--- config.mk ---
export PLATFORM = sky130hd
export DESIGN_NAME = ps2_scan_sequencer_flat
export DESIGN_NICKNAME = d
export VERILOG_FILES = /design/src/rtl/ps2_scan_sequencer_if.sv /design/src/rtl/ps2_scan_sequencer.sv /design/src/flat_wrapper.sv
export SDC_FILE = /design/constraint.sdc
export NUM_CORES = 1
export LEC_CHECK = 0
export CORE_MARGIN = 8
export CORE_UTILIZATION = 30
export DETAILED_ROUTE_END_ITERATION = 12
export PLACE_DENSITY = 0.51
export SLEW_MARGIN = 20
export SYNTH_ARGS = -nofsm -noshare
export SYNTH_HDL_FRONTEND = slang
export SYNTH_SLANG_ARGS = --single-unit
--- constraint.sdc ---
create_clock -name dspclk -period 3.2 [get_ports dspclk]
set_clock_uncertainty 0.2 [all_clocks]
set_input_delay 0.64 -clock dspclk [delete_from_list [all_inputs] [get_ports dspclk]]
set_output_delay 0.64 -clock dspclk [all_outputs]
set_load 0.05 [all_outputs]
--- src/rtl/ps2_scan_sequencer_if.sv ---
// ps2_scan_sequencer_if
//   Bundles the receiver-side byte stream, the event FIFO handshake and the
//   status/LED outputs of ps2_scan_sequencer.
//   slave  : view taken by the sequencer (consumes rx_*, evt_ready, clr_ovf;
//            drives the event, status and LED signals)
//   master : view taken by whatever feeds bytes and consumes events
interface ps2_scan_sequencer_if #(
  parameter int FIFO_AW = 2
);
  logic             rx_valid;
  logic [7:0]       rx_byte;
  logic             rx_err;
  logic             evt_valid;
  logic             evt_ready;
  logic [7:0]       evt_code;
  logic             evt_break;
  logic             evt_ext;
  logic [FIFO_AW:0] fifo_count;
  logic             overflow;
  logic             clr_ovf;
  logic             proto_err;
  logic             busy;
  logic [7:0]       led;

  modport slave (
    input  rx_valid, rx_byte, rx_err, evt_ready, clr_ovf,
    output evt_valid, evt_code, evt_break, evt_ext, fifo_count,
           overflow, proto_err, busy, led
  );

  modport master (
    output rx_valid, rx_byte, rx_err, evt_ready, clr_ovf,
    input  evt_valid, evt_code, evt_break, evt_ext, fifo_count,
           overflow, proto_err, busy, led
  );
endinterface

--- src/rtl/ps2_scan_sequencer.sv ---
// ps2_scan_sequencer
//   Turns raw PS/2 receiver bytes into key events. E0 (extended) and F0
//   (break) prefixes are tracked by a small FSM; status bytes and errored
//   frames are dropped; a prefix left pending too long is abandoned. Events
//   go into a show-ahead FIFO with a valid/ready handshake, and the last
//   accepted make code is shown on the LEDs.
// Ports
//   dspclk : clock, all logic on the rising edge
//   reset  : synchronous, active-high reset
//   bus    : ps2_scan_sequencer_if.slave
//            rx_valid/rx_byte/rx_err  byte stream from the receiver
//            evt_valid/evt_ready      head-of-FIFO handshake
//            evt_code/evt_break/evt_ext  head event fields
//            fifo_count               buffered events (0..2**FIFO_AW)
//            overflow/clr_ovf         sticky drop flag and its clear
//            proto_err                one-cycle error/timeout pulse
//            busy                     prefix pending
//            led                      last make code accepted
module ps2_scan_sequencer #(
  parameter int TIMEOUT_CYC = 10000,
  parameter int FIFO_AW     = 2
) (
  input logic                  dspclk,
  input logic                  reset,
  ps2_scan_sequencer_if.slave  bus
);

  localparam int               DEPTH    = 2 ** FIFO_AW;
  localparam logic [FIFO_AW:0] FULL_CNT = (FIFO_AW + 1)'(DEPTH);
  localparam int               CW       = (TIMEOUT_CYC > 2) ? $clog2(TIMEOUT_CYC) : 1;
  localparam logic [CW-1:0]    TMO_LAST = CW'(TIMEOUT_CYC - 1);

  typedef enum logic [1:0] {
    S_IDLE,
    S_EXT,
    S_BRK,
    S_EXT_BRK
  } state_t;

  typedef struct packed {
    logic [7:0] code;
    logic       brk;
    logic       ext;
  } evt_t;

  state_t            state_reg, state_next;
  logic [CW-1:0]     tmo_cnt_reg;
  logic              tmo_hit;
  logic              is_status;
  logic              push_req;
  evt_t              push_evt;
  logic              perr_next;
  logic              proto_err_reg;
  logic              overflow_reg;
  logic [7:0]        led_reg;

  evt_t              mem_reg [DEPTH];
  logic [FIFO_AW-1:0] wr_ptr_reg, rd_ptr_reg;
  logic [FIFO_AW:0]  count_reg;
  logic              full, empty, pop, push_ok, drop;
  evt_t              head;

  // Bytes the keyboard sends outside of scan codes (BAT result, ACK,
  // echo, resend, error, Pause lead-in).
  always_comb begin
    is_status = bus.rx_byte inside {8'h00, 8'hAA, 8'hEE, 8'hFA, 8'hFE, 8'hFF, 8'hE1};
  end

  // A received byte always beats a timeout that matures in the same cycle.
  assign tmo_hit = (state_reg != S_IDLE) && !bus.rx_valid && (tmo_cnt_reg == TMO_LAST);

  // ---------------------------------------------------------------- FSM
  always_ff @(posedge dspclk) begin
    if (reset) begin
      state_reg <= S_IDLE;
    end else begin
      state_reg <= state_next;
    end
  end

  always_comb begin
    state_next = state_reg;
    push_req   = 1'b0;
    push_evt   = '0;
    perr_next  = 1'b0;
    if (bus.rx_valid) begin
      if (bus.rx_err) begin
        state_next = S_IDLE;
        perr_next  = 1'b1;
      end else if (is_status) begin
        state_next = S_IDLE;
      end else begin
        unique case (state_reg)
          S_IDLE: begin
            if (bus.rx_byte == 8'hE0) begin
              state_next = S_EXT;
            end else if (bus.rx_byte == 8'hF0) begin
              state_next = S_BRK;
            end else begin
              push_req = 1'b1;
              push_evt = '{code: bus.rx_byte, brk: 1'b0, ext: 1'b0};
            end
          end
          S_EXT: begin
            if (bus.rx_byte == 8'hF0) begin
              state_next = S_EXT_BRK;
            end else if (bus.rx_byte != 8'hE0) begin
              push_req   = 1'b1;
              push_evt   = '{code: bus.rx_byte, brk: 1'b0, ext: 1'b1};
              state_next = S_IDLE;
            end
          end
          S_BRK, S_EXT_BRK: begin
            state_next = S_IDLE;
            if (bus.rx_byte == 8'hE0 || bus.rx_byte == 8'hF0) begin
              perr_next = 1'b1;
            end else begin
              push_req = 1'b1;
              push_evt = '{code: bus.rx_byte, brk: 1'b1, ext: (state_reg == S_EXT_BRK)};
            end
          end
          default: state_next = S_IDLE;
        endcase
      end
    end else if (tmo_hit) begin
      state_next = S_IDLE;
      perr_next  = 1'b1;
    end
  end

  // ------------------------------------------------------- prefix timeout
  always_ff @(posedge dspclk) begin
    if (reset) begin
      tmo_cnt_reg <= '0;
    end else if (bus.rx_valid || state_reg == S_IDLE || tmo_hit) begin
      tmo_cnt_reg <= '0;
    end else begin
      tmo_cnt_reg <= tmo_cnt_reg + 1'b1;
    end
  end

  // --------------------------------------------------------------- FIFO
  assign full    = (count_reg == FULL_CNT);
  assign empty   = (count_reg == '0);
  assign pop     = !empty && bus.evt_ready;
  // When full, a simultaneous pop frees the slot being written.
  assign push_ok = push_req && (!full || pop);
  assign drop    = push_req && full && !pop;

  // Storage is not reset: stale entries are never visible because the
  // head outputs are gated by evt_valid.
  always_ff @(posedge dspclk) begin
    if (push_ok) begin
      mem_reg[wr_ptr_reg] <= push_evt;
    end
  end

  always_ff @(posedge dspclk) begin
    if (reset) begin
      wr_ptr_reg <= '0;
      rd_ptr_reg <= '0;
      count_reg  <= '0;
    end else begin
      if (push_ok) begin
        wr_ptr_reg <= wr_ptr_reg + 1'b1;
      end
      if (pop) begin
        rd_ptr_reg <= rd_ptr_reg + 1'b1;
      end
      unique case ({push_ok, pop})
        2'b10:   count_reg <= count_reg + 1'b1;
        2'b01:   count_reg <= count_reg - 1'b1;
        default: count_reg <= count_reg;
      endcase
    end
  end

  // Show-ahead: the head entry is read combinationally so it is presented
  // the cycle after it was written or after the previous pop.
  assign head = empty ? evt_t'('0) : mem_reg[rd_ptr_reg];

  // ------------------------------------------------- status and LEDs
  always_ff @(posedge dspclk) begin
    if (reset) begin
      proto_err_reg <= 1'b0;
      overflow_reg  <= 1'b0;
      led_reg       <= 8'h00;
    end else begin
      proto_err_reg <= perr_next;
      if (drop) begin
        overflow_reg <= 1'b1;
      end else if (bus.clr_ovf) begin
        overflow_reg <= 1'b0;
      end
      if (push_ok && !push_evt.brk) begin
        led_reg <= push_evt.code;
      end
    end
  end

  assign bus.evt_valid  = !empty;
  assign bus.evt_code   = head.code;
  assign bus.evt_break  = head.brk;
  assign bus.evt_ext    = head.ext;
  assign bus.fifo_count = count_reg;
  assign bus.overflow   = overflow_reg;
  assign bus.proto_err  = proto_err_reg;
  assign bus.busy       = (state_reg != S_IDLE);
  assign bus.led        = led_reg;

endmodule
--- src/flat_wrapper.sv ---
// flat-port wrapper written by rule: the top's interface ports become plain ports
module ps2_scan_sequencer_flat 
#(
  parameter int TIMEOUT_CYC = 10000,
  parameter int FIFO_AW     = 2
)
  (dspclk, reset, bus_rx_valid, bus_rx_byte, bus_rx_err, bus_evt_ready, bus_clr_ovf, bus_evt_valid, bus_evt_code, bus_evt_break, bus_evt_ext, bus_fifo_count, bus_overflow, bus_proto_err, bus_busy, bus_led);
  ps2_scan_sequencer_if #(.FIFO_AW(FIFO_AW)) bus_i ();
  input logic dspclk;
  input logic reset;
  input wire logic [$bits(bus_i.rx_valid)-1:0] bus_rx_valid;
  input wire logic [$bits(bus_i.rx_byte)-1:0] bus_rx_byte;
  input wire logic [$bits(bus_i.rx_err)-1:0] bus_rx_err;
  input wire logic [$bits(bus_i.evt_ready)-1:0] bus_evt_ready;
  input wire logic [$bits(bus_i.clr_ovf)-1:0] bus_clr_ovf;
  output wire logic [$bits(bus_i.evt_valid)-1:0] bus_evt_valid;
  output wire logic [$bits(bus_i.evt_code)-1:0] bus_evt_code;
  output wire logic [$bits(bus_i.evt_break)-1:0] bus_evt_break;
  output wire logic [$bits(bus_i.evt_ext)-1:0] bus_evt_ext;
  output wire logic [$bits(bus_i.fifo_count)-1:0] bus_fifo_count;
  output wire logic [$bits(bus_i.overflow)-1:0] bus_overflow;
  output wire logic [$bits(bus_i.proto_err)-1:0] bus_proto_err;
  output wire logic [$bits(bus_i.busy)-1:0] bus_busy;
  output wire logic [$bits(bus_i.led)-1:0] bus_led;
  assign bus_i.rx_valid = bus_rx_valid;
  assign bus_i.rx_byte = bus_rx_byte;
  assign bus_i.rx_err = bus_rx_err;
  assign bus_i.evt_ready = bus_evt_ready;
  assign bus_i.clr_ovf = bus_clr_ovf;
  assign bus_evt_valid = bus_i.evt_valid;
  assign bus_evt_code = bus_i.evt_code;
  assign bus_evt_break = bus_i.evt_break;
  assign bus_evt_ext = bus_i.evt_ext;
  assign bus_fifo_count = bus_i.fifo_count;
  assign bus_overflow = bus_i.overflow;
  assign bus_proto_err = bus_i.proto_err;
  assign bus_busy = bus_i.busy;
  assign bus_led = bus_i.led;
  ps2_scan_sequencer #(.TIMEOUT_CYC(TIMEOUT_CYC), .FIFO_AW(FIFO_AW)) u_core (.dspclk(dspclk), .reset(reset), .bus(bus_i));
endmodule
==> impl_metrics.py, run 1 <==
metrics = {
    "sta": {
        "period_share_pct": 94.2,
        "finalSetupViolCount": 0,
        "fmax_mhz": 332,
        "maxSlewViolCount": 0,
        "final_hold_viol_count": 0,
        "worst_pin_slew_ns": 0.510,
        "rsz0062_at_grt": "false",
        "slew-limit-headroom_pct": 65.9,
        "fin_crit_ns": 3.01,
        "tns_ns": 0,
    },
    "global_route": {
        "grt_use_met1_pct": 13.4,
        "grt_pass1_vias": 2270,
        "met3_usage_pct": 3.40,
        "track_usage_pct": 10.2,
        "antenna_found_initial": 0,
        "grt_pass1_wl_mm": 11.5,
        "grt.overflow.total": 0,
        "met2_usage_pct": 15.1,
        "grt_max_degree": 26,
        "busiest_layer": "met2",
    },
    "critical_path": {
        "crit_slowest_cell": "clkdlybuf4s50_1",
        "end_kind": "flip-flop",
        "critPathKind": "input pin to flip-flop",
        "cpPeakStageDelay_ns": 0.43,
        "arrival_ns": 3.04,
        "cp-start-kind": "input pin",
        "worstPathCellList": "clkdlybuf4s50_1, or3_1, a211oi_2, nor4b_4, or2_2, fa_1, and2b_1, mux2i_1, a31oi_1",
        "cp_max_fo": 3,
        "crit_required_ns": 3.23,
    },
    "layout": {
        "fin_nets": 365,
        "largest_register_ffs": 40,
        "fill_cells": 1040,
        "drive_above_1_share_pct": 19.4,
        "final_cell_count_no_fill": 490,
        "syn_to_final_growth_pct": 29.2,
        "fin_area_um2": 4260,
        "fin_util_pct": 39.5,
        "final_cell_mix": "edfxtp_1 (40), buf_4 (37), dfxtp_1 (35)",
        "diodes": 0,
        "final_common_cell": "edfxtp_1",
    },
    "power_and_ir_drop": {
        "totalPowerFinal_uw": 2930,
        "ir_worst_vdd_mv": 0.346,
        "pwr_density_cell_nw_per_um2": 688,
        "leakage_uw": 0.00154,
    },
    "placement": {
        "dp.cells": 474,
        "dp_hpwl_mm": 5.11,
        "place_area_um2": 4040,
        "portBuffers": 38,
        "gp_congestion": 0.835,
    },
    "yosys": {
        "ys_types": 45,
        "synth-edff-count": 40,
        "syn_nets": 297,
        "syn_area_per_cell_um2": 11.9,
        "mappedNetlistArea_um2": 3300,
        "yosys.area.top_type": "edfxtp_1",
        "yosysSeqAreaShare_pct": 57.7,
        "netlist_instances": 277,
        "ys_warn_count": 0,
        "synthFlopType": "edfxtp_1",
        "ys_top_cells_by_area": "edfxtp_1 (36%), dfxtp_1 (21%), mux4_2 (6.8%)",
        "async_reset_ff_share_pct": 0,
        "synth-seq-cells": 75,
        "synth_top_area_share_pct": 36.4,
    },
    "detailed_routing": {
        "drt_iter0_markers": 112,
        "ant_nets": 0,
        "wl_per_cell_um": 14.6,
        "totalWireLength_mm": 7.14,
        "route.detailed.drc": 0,
        "firstDrtPassIters": 4,
        "viasPerCell": 4.60,
        "via_count": 2256,
    },
    "clocking": {
        "clk_pin_slew_worst_paths_ns": 0.08,
        "cts.sinks": 75,
        "cts_setup_buffers": 0,
        "cts_htree_levels": 3,
        "hold_buffers": 0,
        "cts_tree": "yes",
        "clk_latency_ns": 0.34,
        "numCtsBuffers": 9,
        "post_cts_resized": 0,
        "clock_path_buffers": 2,
        "cts-root-buf": "clkbuf_8",
    },
    "floorplanning": {
        "die_h_um": 121,
        "ios": 39,
        "rows": 38,
        "coreArea_um2": 10800,
        "fp.dieW_um": 121,
        "start_util_pct": 30.6,
        "dieArea_um2": 14600,
    },
    "hold_path": {
        "hp-class": "flip-flop to flip-flop",
    },
    "outcome": {
        "status": "completed",
    },
    "flow_run": {
        "drv_cap": 0,
    },
}
-- through the flow --
step                      hold WS [ns]  setup slack [ns]
after floorplan                  0.213             0.167
after global placement           0.224            -0.114
after detailed placement         0.235            -0.171
after CTS                        0.248             0.211
after global routing             0.280            0.0213
final                            0.247             0.186
-- where the power goes --
| group | switching [µW] | internal [µW] |
|---|---|---|
| registers | 49.2 | 1070 |
| logic | 641 | 392 |
| clock network | 342 | 440 |
-- kinds of logic after synthesis --
group | after synthesis | synth area share, %
AO/OA/AOI/OAI | 26 | 5.12
buffers and inverters | 19 | 2.35
adder cells (fa/ha/maj) | 6 | 2.50
multiplexers | 14 | 8.04
flip-flops | 75 | 57.7
AND/OR/NAND/NOR | 120 | 19.8
XOR/XNOR | 17 | 4.51
-- final timing paths --
path / endpoint / cells past startpoint / slack, ns / startpoint
hold reg to reg: u_core.tmo_cnt_reg[0] / 1 / 0.25 / u_core.tmo_cnt_reg[0]
setup / recovery: u_core.bus.fifo_count[2] / 9 / 0.19 / bus_rx_byte[1]
hold / removal: u_core.tmo_cnt_reg[0] / 1 / 0.25 / u_core.tmo_cnt_reg[0]
setup reg to reg: u_core.bus.fifo_count[2] / 7 / 0.82 / u_core.bus.fifo_count[2]
-- worst max-delay path, delay by kind of cell --
kind	cells	cell delay, ns
AND/OR/NAND/NOR	4	1.06
adder cells (fa/ha/maj)	1	0.37
AO/OA/AOI/OAI	2	0.34
multiplexers	1	0.21
buffers and inverters	1	0.43
-- layer usage --
metal / up-vias / part of all wire [%]
li1: 1130 / -
met1: 1066 / 48
met2: 52 / 45
met3: 8 / 5.7
met4: 0 / 1.5
met5: - / 0
-- final cells by class --
| class | instances | area, µm² | area share [%] |
|---|---|---|---|
| Tap cell | 140 | 175 | 4.11 |
| Timing Repair Buffer | 68 | 618 | 14.5 |
| Sequential cell | 75 | 1900 | 44.6 |
| Inverter | 8 | 30.0 | 0.705 |
| Multi-Input combinational cell | 183 | 1320 | 30.9 |
| Clock buffer | 10 | 128 | 2.99 |
| Clock inverter | 6 | 90.1 | 2.11 |
-- synthesized netlist by cell type (2+ instances only) --
master and n:
edfxtp_1 40, dfxtp_1 35, nor2_1 28, and2_1 22, nand2_1 18, a21oi_1 12
and3_1 11, nand3_1 11, mux4_2 10, xor2_1 9, inv_1 8, xnor2_1 8
buf_2 5, clkbuf_1 5, ha_1 5, nor2b_1 5, mux2i_1 4, nand4_1 4
nor4_1 4, a211oi_1 2, a21o_1 2, nand2b_1 2, nand3b_1 2, nor3_1 2
nor4b_1 2, or3_1 2
(Power assumes the default switching activity.)
==> inputs of run 2 (changes only) <==
--- a/config.mk
+++ b/config.mk
@@ -5,6 +5,7 @@
 export SDC_FILE = /design/constraint.sdc
 export NUM_CORES = 1
 export LEC_CHECK = 0
+export CAP_MARGIN = 20
 export CORE_MARGIN = 8
 export CORE_UTILIZATION = 30
 export DETAILED_ROUTE_END_ITERATION = 12
==> results of run 2 <==
Final layout, timing and power as in run 1 (identical DEF).
==> inputs of run 3 (changes only) <==
--- a/config.mk
+++ b/config.mk
@@ -6,11 +6,12 @@
 export NUM_CORES = 1
 export LEC_CHECK = 0
 export CAP_MARGIN = 20
+export CORE_ASPECT_RATIO = 1.4
 export CORE_MARGIN = 8
 export CORE_UTILIZATION = 30
 export DETAILED_ROUTE_END_ITERATION = 12
 export PLACE_DENSITY = 0.51
-export SLEW_MARGIN = 20
+export SLEW_MARGIN = 10
 export SYNTH_ARGS = -nofsm -noshare
 export SYNTH_HDL_FRONTEND = slang
 export SYNTH_SLANG_ARGS = --single-unit
==> run 3 against run 2 <==
Compared with the run above:
- hold slack worse by 0.0061 ns
- total power up 7.3%
- critical endpoint is now bus_evt_ext
- sequential cell count is the same
- largest power group unchanged
==> impl_metrics.py, run 3 (same netlist as run 1, synthesis figures left out) <==
metrics = {
    "floorplanning": {
        "ios": 39,
        "start_util_pct": 30.5,
        "rows": 45,
        "fp.dieW_um": 105,
        "dieArea_um2": 14700,
        "die_h_um": 140,
        "coreArea_um2": 10800,
    },
    "detailed_routing": {
        "drt_iter0_markers": 96,
        "route.detailed.drc": 0,
        "via_count": 2275,
        "firstDrtPassIters": 4,
        "wl_per_cell_um": 14.9,
        "viasPerCell": 4.66,
        "ant_nets": 0,
        "totalWireLength_mm": 7.26,
    },
    "sta": {
        "maxSlewViolCount": 0,
        "tns_ns": 0,
        "period_share_pct": 95.7,
        "fin_crit_ns": 3.06,
        "whs_ns": 0.241,
        "worst_pin_slew_ns": 0.794,
        "finalSetupViolCount": 0,
        "final_hold_viol_count": 0,
        "fmax_mhz": 327,
        "setup_ws_ns": 0.138,
        "rsz0062_at_grt": "false",
        "slew-limit-headroom_pct": 46.4,
    },
    "clocking": {
        "hold_buffers": 0,
        "numCtsBuffers": 9,
        "clk_pin_slew_worst_paths_ns": 0.06,
        "cts-root-buf": "clkbuf_16",
        "cts_setup_buffers": 0,
        "clock_path_buffers": 2,
        "cts.sinks": 75,
        "cts_tree": "yes",
        "clk_latency_ns": 0.33,
        "cts_htree_levels": 3,
    },
    "critical_path": {
        "critPathKind": "flip-flop to primary output",
        "crit_required_ns": 2.36,
        "crit_start": "u_core.bus.fifo_count[0]",
        "cpPeakStageDelay_ns": 0.69,
        "cp_max_fo": 13,
        "arrival_ns": 2.22,
        "crit_slowest_cell": "clkdlybuf4s50_1",
        "cp-start-kind": "flip-flop",
        "end_kind": "primary output",
        "worstPathCellList": "or3_1, and2_1, clkdlybuf4s50_1",
        "timing.rr.start": "u_core.bus.fifo_count[0]",
    },
    "power_and_ir_drop": {
        "power.switching_uw": 1080,
        "totalPowerFinal_uw": 3150,
        "combPwrFrac_pct": 32.3,
        "ir_worst_vdd_mv": 0.271,
        "pwr-share-clk_pct": 31.5,
        "pwr_density_cell_nw_per_um2": 725,
        "swShare_pct": 34.2,
        "sequentialPowerShare_pct": 36.2,
        "internal_power_uw": 2070,
        "leakage_uw": 0.00156,
    },
    "layout": {
        "syn_to_final_growth_pct": 31.6,
        "fin_nets": 362,
        "largest_register_ffs": 40,
        "final_common_cell": "edfxtp_1",
        "diodes": 0,
        "final_cell_mix": "edfxtp_1 (40), dfxtp_1 (34), clkdlybuf4s50_1 (32)",
        "fill_cells": 1059,
        "drive_above_1_share_pct": 17.6,
    },
    "global_route": {
        "antenna_found_initial": 0,
        "grt_pass1_wl_mm": 11.9,
        "grt_pass1_vias": 2349,
        "grt_max_degree": 26,
        "grt.overflow.total": 0,
        "track_usage_pct": 10.3,
    },
    "placement": {
        "dp_hpwl_mm": 5.27,
        "portBuffers": 38,
        "gp_congestion": 0.758,
        "pre_cts_ws_ns": -0.212,
    },
    "flow_run": {
        "drv_cap": 0,
    },
    "hold_path": {
        "min_from": "u_core.tmo_cnt_reg[0]",
        "hp-class": "flip-flop to flip-flop",
    },
    "outcome": {
        "status": "completed",
    },
}
[run 3: worst max-delay path: cells and delay by family (launching register included)]
kind | cells | cell delay (ns)
and+or+nand+nor | 2 | 0.82
buffers and inverters | 1 | 0.69
DFF | 1 | 0.37
[run 3: cell type report]
cell class              count  area, µm²  area share, %
multi-input cells         183       1320           30.4
inverters                   8       30.0          0.692
clock buffers              10        229           5.27
clock inverters             6       65.1           1.50
well taps                 141        176           4.06
flip-flops and latches     75       1900           43.8
repair buffers             65        619           14.3
[run 3: through the flow]
step	utilization [%]	cell area, µm²	instances
2_1_floorplan	-	3300	277
3_3_place_gp	37.4	4050	472
3_5_place_dp	37.4	4050	472
4_1_cts	40.2	4340	488
5_1_grt	40.2	4340	488
6_report	40.2	4340	488
[run 3: repair_timing]
item / CTS / global route
setup endpoints to repair: 2 / 0
resized for setup: 2 / 0
endpoints found under the hold margin: 0 / 0
[run 3: path summary, 6_finish.rpt]
kind,slack (ns),endpoint,cells after the start
max,0.14,bus_evt_ext,3
max reg2reg,0.59,u_core.bus.fifo_count[2],7
min,0.24,u_core.tmo_cnt_reg[0],1
min reg2reg,0.24,u_core.tmo_cnt_reg[0],1
[run 3: power by group through the flow]
stage          Clock (µW)  Sequential (µW)  Combinational (µW)
2_1_floorplan           0             1190                 651
3_3_place_gp            0             1160                1030
3_5_place_dp            0             1160                1040
4_1_cts              1010             1140                1030
5_1_grt              1060             1150                1090
6_report              991             1140                1020
[run 3: metal layers]
layer	global-route usage (%)	vias up	part of all wire (%)	routed length (µm)
li1	-	1129	-	-
met1	11.9	1100	45	3260
met2	16.7	38	50	3600
met3	3.21	8	4.0	293
met4	5.35	0	1.4	101
met5	0	-	0	0
